`src/rtl/multi_channel_wave_engine.sv`:
```
// rtl/multi_channel_wave_engine.sv - N-channel DDS waveform engine with shadowed config and mixer
module multi_channel_wave_engine #(
    parameter int CHANNELS = 2,
    parameter int PHASE_W  = 32,
    parameter int DATA_W   = 12
) (
    input  logic                       CLK,
    input  logic                       RST,
    input  logic                       SAMP_EN,
    input  logic                       SYNC,
    input  logic                       WR_EN,
    input  logic [2:0]                 WR_CH,
    input  logic [2:0]                 WR_ADDR,
    input  logic [PHASE_W-1:0]         WR_DATA,
    input  logic                       COMMIT,
    input  logic [1:0]                 MIX_MODE,
    input  logic [2:0]                 MIX_SEL,
    output logic [CHANNELS*DATA_W-1:0] CH_OUT,
    output logic [DATA_W-1:0]          MIX_OUT,
    output logic                       VALID
);
    localparam int LOG_CH = $clog2(CHANNELS);
    localparam int SUM_W  = DATA_W + 4;
    localparam logic [DATA_W-1:0] ONES = '1;

    typedef struct packed {
        logic [PHASE_W-1:0] pinc;
        logic [DATA_W-1:0]  min_val;
        logic [DATA_W-1:0]  max_val;
        logic [1:0]         wave;
        logic [7:0]         duty;
    } cfg_t;

    localparam cfg_t CFG_RESET = '{pinc: '0, min_val: '0, max_val: '1, wave: 2'd0, duty: 8'd128};

    cfg_t               shadow  [CHANNELS];
    cfg_t               active  [CHANNELS];
    cfg_t               cfg_now [CHANNELS];
    logic [PHASE_W-1:0] phase   [CHANNELS];
    logic [PHASE_W-1:0] ph_use  [CHANNELS];
    logic               pending;

    logic               s1_valid;
    logic [DATA_W-1:0]  s1_raw [CHANNELS];
    logic [DATA_W-1:0]  s1_min [CHANNELS];
    logic [DATA_W-1:0]  s1_max [CHANNELS];
    logic               s2_valid;
    logic [DATA_W-1:0]  s2_ch  [CHANNELS];

    logic [SUM_W-1:0]   sum;
    logic [DATA_W-1:0]  sel_val;
    logic [DATA_W-1:0]  am_val;
    logic [DATA_W-1:0]  mix_val;

    function automatic logic [DATA_W-1:0] raw_shape(input logic [DATA_W-1:0] p,
                                                    input logic [1:0] wave,
                                                    input logic [7:0] duty);
        logic [DATA_W-1:0] ramp;
        ramp = {p[DATA_W-2:0], 1'b0};
        case (wave)
            2'd0:    raw_shape = (p[DATA_W-1 -: 8] < duty) ? ONES : '0;
            2'd1:    raw_shape = p;
            2'd2:    raw_shape = p[DATA_W-1] ? ~ramp : ramp;
            default: raw_shape = ONES;
        endcase
    endfunction

    function automatic logic [DATA_W-1:0] scale(input logic [DATA_W-1:0] raw,
                                                input logic [DATA_W-1:0] lo,
                                                input logic [DATA_W-1:0] hi);
        logic [2*DATA_W-1:0] prod;
        prod = {{DATA_W{1'b0}}, hi - lo} * {{DATA_W{1'b0}}, raw};
        if (lo >= hi)
            scale = lo;
        else if (raw == ONES)
            scale = hi;
        else
            scale = lo + DATA_W'(prod >> DATA_W);
    endfunction

    // A pending commit makes the strobing sample see the shadow values directly.
    always_comb begin
        for (int k = 0; k < CHANNELS; k++) begin
            cfg_now[k] = pending ? shadow[k] : active[k];
            ph_use[k]  = SYNC ? '0 : phase[k];
        end
    end

    always_ff @(posedge CLK) begin
        if (RST) begin
            pending  <= 1'b0;
            s1_valid <= 1'b0;
            for (int k = 0; k < CHANNELS; k++) begin
                shadow[k] <= CFG_RESET;
                active[k] <= CFG_RESET;
                phase[k]  <= '0;
                s1_raw[k] <= '0;
                s1_min[k] <= '0;
                s1_max[k] <= '0;
            end
        end else begin
            s1_valid <= SAMP_EN;
            pending  <= COMMIT | (pending & ~SAMP_EN);
            for (int k = 0; k < CHANNELS; k++) begin
                if (SAMP_EN) begin
                    active[k] <= cfg_now[k];
                    phase[k]  <= ph_use[k] + cfg_now[k].pinc;
                    s1_raw[k] <= raw_shape(ph_use[k][PHASE_W-1 -: DATA_W], cfg_now[k].wave, cfg_now[k].duty);
                    s1_min[k] <= cfg_now[k].min_val;
                    s1_max[k] <= cfg_now[k].max_val;
                end else if (SYNC) begin
                    phase[k] <= '0;
                end
                if (WR_EN && WR_CH == 3'(k)) begin
                    case (WR_ADDR)
                        3'd0: shadow[k].pinc    <= WR_DATA;
                        3'd1: shadow[k].min_val <= WR_DATA[DATA_W-1:0];
                        3'd2: shadow[k].max_val <= WR_DATA[DATA_W-1:0];
                        3'd3: begin
                            shadow[k].wave <= WR_DATA[1:0];
                            shadow[k].duty <= WR_DATA[15:8];
                        end
                        default: ;
                    endcase
                end
            end
        end
    end

    generate
        if (CHANNELS > 1) begin : g_am
            logic [2*DATA_W-1:0] am_prod;
            assign am_prod = {{DATA_W{1'b0}}, s2_ch[1]} * {{DATA_W{1'b0}}, s2_ch[0]};
            assign am_val  = DATA_W'(am_prod >> DATA_W);
        end else begin : g_no_am
            assign am_val = '0;
        end
    endgenerate

    always_comb begin
        sum     = '0;
        sel_val = '0;
        mix_val = '0;
        for (int k = 0; k < CHANNELS; k++) begin
            sum = sum + SUM_W'(s2_ch[k]);
            if (MIX_SEL == 3'(k))
                sel_val = s2_ch[k];
        end
        case (MIX_MODE)
            2'd0:    mix_val = sel_val;
            2'd1:    mix_val = DATA_W'(sum >> LOG_CH);
            2'd2:    mix_val = am_val;
            default: mix_val = '0;
        endcase
    end

    always_ff @(posedge CLK) begin
        if (RST) begin
            s2_valid <= 1'b0;
            VALID    <= 1'b0;
            CH_OUT   <= '0;
            MIX_OUT  <= '0;
            for (int k = 0; k < CHANNELS; k++)
                s2_ch[k] <= '0;
        end else begin
            s2_valid <= s1_valid;
            VALID    <= s2_valid;
            for (int k = 0; k < CHANNELS; k++) begin
                if (s1_valid)
                    s2_ch[k] <= scale(s1_raw[k], s1_min[k], s1_max[k]);
                if (s2_valid)
                    CH_OUT[k*DATA_W +: DATA_W] <= s2_ch[k];
            end
            if (s2_valid)
                MIX_OUT <= mix_val;
        end
    end

endmodule

```
`config.mk`:
```
export PLATFORM = sky130hd
export DESIGN_NAME = multi_channel_wave_engine
export DESIGN_NICKNAME = d
export VERILOG_FILES = /design/src/rtl/multi_channel_wave_engine.sv
export SDC_FILE = /design/constraint.sdc
export NUM_CORES = 2
export LEC_CHECK = 0
export BUFFER_PORTS_ARGS = -buffer_cell sky130_fd_sc_hd__buf_4
export CAP_MARGIN = 15
export CELL_PAD_IN_SITES_DETAIL_PLACEMENT = 1
export CELL_PAD_IN_SITES_GLOBAL_PLACEMENT = 2
export CORE_MARGIN = 1.5
export CORE_UTILIZATION = 46
export CTS_CLUSTER_SIZE = 12
export DETAILED_ROUTE_END_ITERATION = 7
export HOLD_SLACK_MARGIN = 0.12
export PLACE_DENSITY_LB_ADDON = 0.1
export SYNTH_ARGS = -nofsm -noshare
export SYNTH_HDL_FRONTEND = slang
export SYNTH_SLANG_ARGS = --single-unit
```
`constraint.sdc`:
```
create_clock -name CLK -period 19.23 [get_ports CLK]
set_input_delay 0.9615 -clock CLK [delete_from_list [all_inputs] [get_ports CLK]]
set_output_delay 0.9615 -clock CLK [all_outputs]
set_load 0.02 [all_outputs]
```
==> results.tsv <==
metric	value	unit
status	finished, final reports clean	
fin util	50.7	%
# rows	104	
Seq/Total Area, Yosys	33.1	%
initial antenna violation count	3	
die area	83900	sq um
clk_skew	0.0305	ns
yosys warns	0	
Worst Hold Class	flip-flop to flip-flop	
Seq cells post-synth	440	
Routed Antenna Nets	0	
mapped cell area	37800	sq um
leak pwr	18.3	nW
vias per cell	5.64	
DRT Pass-1 Iters	5	
pin count of the biggest net entering global routing	188	
fin nets	4426	
RD Place Congestion	0.874	
DRC violations left	0	
Reg area	12500	sq um
H-tree depth	2	
post-CTS sizing	0	
Fillers	8922	
Boundary Pins	86	
Clk Latency, worst-skew pair	0.62	ns
effective utilization at floorplan	46.7	%
Port Buffer Count	85	
P per Cell Area	150	nW/um^2
fin crit period	9.63	ns
Worst EP arrival	9.98	ns
detailed-route via count	27400	
fraction of layout cells with a size suffix above 1	7.52	%
Mean Syn Cell Area	10.0	sq um
Slew headroom	22.3	%
detailed placement HPWL	80.9	mm
crit end category	flip-flop	
final hold vios	0	
area grow syn2layout	8.65	%
Yosys cell types	81	
Num CTS Buffers	51	
Die Ht	290	microns
clock root buffer	clkbuf_16	
Final period util	50.1	%
first-pass GRT wire length	169	mm
Post-CTS Hold Buffers	0	
Longest Clk Path Bufs	3	
worst-path maximum fanout	12	
total track usage	25.9	%
die width	290	microns
Synth Flop Type	edfxtp_1	
drt wl/cell	22.0	microns
RSZ-0062 raised after global routing	no	
number of global-route vias before repair	30100	
CTS Sinks	440	
Post-synth EDFFs	368	
Final Routed Wirelength	107	mm
Worst Tran Pin Value	1.17	ns
setup bufs post-CTS	0	
Worst VDD drop	0.000125	V
Slew Viols, Final	0	
ys async rst share	0	%
Reg clk slew, reported paths	0.06	ns
global route overflow	0	
Critical Path RT	19.58	ns
Multi-input gate area	23000	sq um
# setup viols final	0	
total power	6.16	mW
Iter 0 DRT Violations	1311	
fmax	104	MHz
Critical Setup Path Class	flip-flop to flip-flop	
Worst setup SP type	flip-flop	
Slowest cell on crit path	a2111oi_0	
CP peak stage delay	0.83	ns
Syn Inst Count	3766	
syn nets	4430	
# Max-Cap Violations	0	
aggregate negative setup slack	0	ns
core area	80900	sq um
CTS tree	built	
[worst max-delay path, delay by kind of cell, from the launching register on]
kind                       cells  cell delay [ns]
buffers and inverters          2             0.20
adders and majority gates      8             3.11
and+or+nand+nor                7             1.61
xor gates and xnor gates       2             0.35
AOI/OAI and AO/OA             16             3.63
DFF                            1             0.49
[area by class of cell]
class / instances / share of cell area, %
multi-input combinational: 2709 / 56.1
sequential: 440 / 30.4
inverter: 443 / 4.06
clock buffer: 62 / 3.29
tap: 1060 / 3.23
timing repair buffer: 117 / 2.17
clock inverter: 31 / 0.738
antenna: 3 / 0.0183
[cells in the final DEF (no fill, tap or decap), drive strengths merged, types with 31 or more instances in the layout]
master / Yosys / routed
buf: 21 / 117
a21o: 67 / 67
nor2: 295 / 295
xnor2: 65 / 65
a211oi: 35 / 35
nor2b: 162 / 162
nand2b: 66 / 66
mux2i: 142 / 142
nand2: 330 / 330
clkbuf: 153 / 62
edfxtp: 368 / 368
fa: 304 / 304
o21ai: 95 / 95
nand3: 32 / 32
ha: 311 / 311
o21a: 38 / 38
mux2: 74 / 74
inv: 443 / 444
a21oi: 127 / 127
nor3: 31 / 31
xor2: 61 / 61
and2: 199 / 199
dfxtp: 72 / 72
[synthesized netlist by cell type (8+ instances only)]
| cell type | instances | area (sq um) |
|---|---|---|
| mux2i_1 | 142 | 1420 |
| nand2b_1 | 66 | 413 |
| nand4_1 | 22 | 138 |
| a211oi_1 | 33 | 248 |
| nor2_1 | 295 | 1110 |
| nor3_1 | 31 | 155 |
| mux2_2 | 64 | 721 |
| o31a_1 | 14 | 123 |
| o21a_1 | 38 | 285 |
| a21oi_1 | 127 | 636 |
| o21ai_0 | 56 | 280 |
| o21bai_1 | 19 | 143 |
| dfxtp_1 | 72 | 1440 |
| clkbuf_1 | 153 | 574 |
| and2_1 | 199 | 1240 |
| ha_1 | 311 | 3890 |
| a21o_1 | 67 | 503 |
| and3_1 | 23 | 144 |
| nand2_1 | 330 | 1240 |
| nor2b_1 | 162 | 1010 |
| or3_1 | 10 | 62.6 |
| xnor2_1 | 65 | 569 |
| o211ai_1 | 14 | 105 |
| inv_1 | 443 | 1660 |
| edfxtp_1 | 368 | 11100 |
| mux2_1 | 10 | 113 |
| buf_1 | 13 | 48.8 |
| a31oi_1 | 18 | 113 |
| a211o_1 | 8 | 70.1 |
| fa_1 | 304 | 6090 |
| o21ai_1 | 39 | 195 |
| xor2_1 | 61 | 534 |
| nand3_1 | 32 | 160 |
| nor4_1 | 11 | 68.8 |
| buf_2 | 8 | 40.0 |
| a22oi_1 | 17 | 128 |
[metrics by stage]
step	instance area [sq um]	hold slack [ns]	setup WS [ns]	std cells
after floorplan	37800	0.417	10.79	3766
after global placement	39400	0.428	10.03	4768
after detailed placement	39400	0.439	9.61	4768
after CTS	41000	0.452	9.62	4861
after global routing	41100	0.480	8.80	4864
final	41100	0.451	9.60	4865
[registers in the layout (all words and copies together) (netlist names)]
signal	count
active	132
shadow	132
phase	64
CH_OUT	24
s1_max	24
s1_raw	24
s2_ch	24
MIX_OUT	12
VALID	1
pending	1
s1_valid	1
s2_valid	1
[path summary, 6_finish.rpt]
check	slack [ns]	cells after the start	endpoint	startpoint
max	9.60	35	s2_ch[0][11]	active[0][23]
min	0.45	2	phase[1][17]	phase[1][17]
min reg2reg	0.45	2	phase[1][17]	phase[1][17]
max reg2reg	9.60	35	s2_ch[0][11]	active[0][23]
[logic make-up (layout without fill, tap and decap cells)]
family / Yosys count / count (layout) / share of synthesized area (%)
AO/OA/AOI/OAI: 535 / 535 / 9.53
adder cells (fa/ha/maj): 615 / 615 / 26.4
multiplexers: 216 / 216 / 5.97
XOR/XNOR: 127 / 127 / 2.98
other: 0 / 3 / 0
AND/OR/NAND/NOR: 1216 / 1216 / 15.9
flip-flops: 440 / 440 / 33.1
buffers and inverters: 617 / 653 / 6.16
[routing by layer]
metal | part of all wire (%) | GRT usage, %
met5 | 0 | 0
met2 | 49 | 44.7
met1 | 44 | 34.1
met4 | 3.3 | 8.24
met3 | 3.6 | 2.99
[report_power, final]
| group | switching, mW | leakage, nW | internal (mW) |
|---|---|---|---|
| combinational | 2.28 | 13.1 | 1.66 |
| sequential | 0.122 | 4.38 | 1.11 |
| clock | 0.421 | 0.809 | 0.555 |
| total | 2.83 | 18.3 | 3.33 |
No activity file was read; power rests on OpenSTA's default activity.
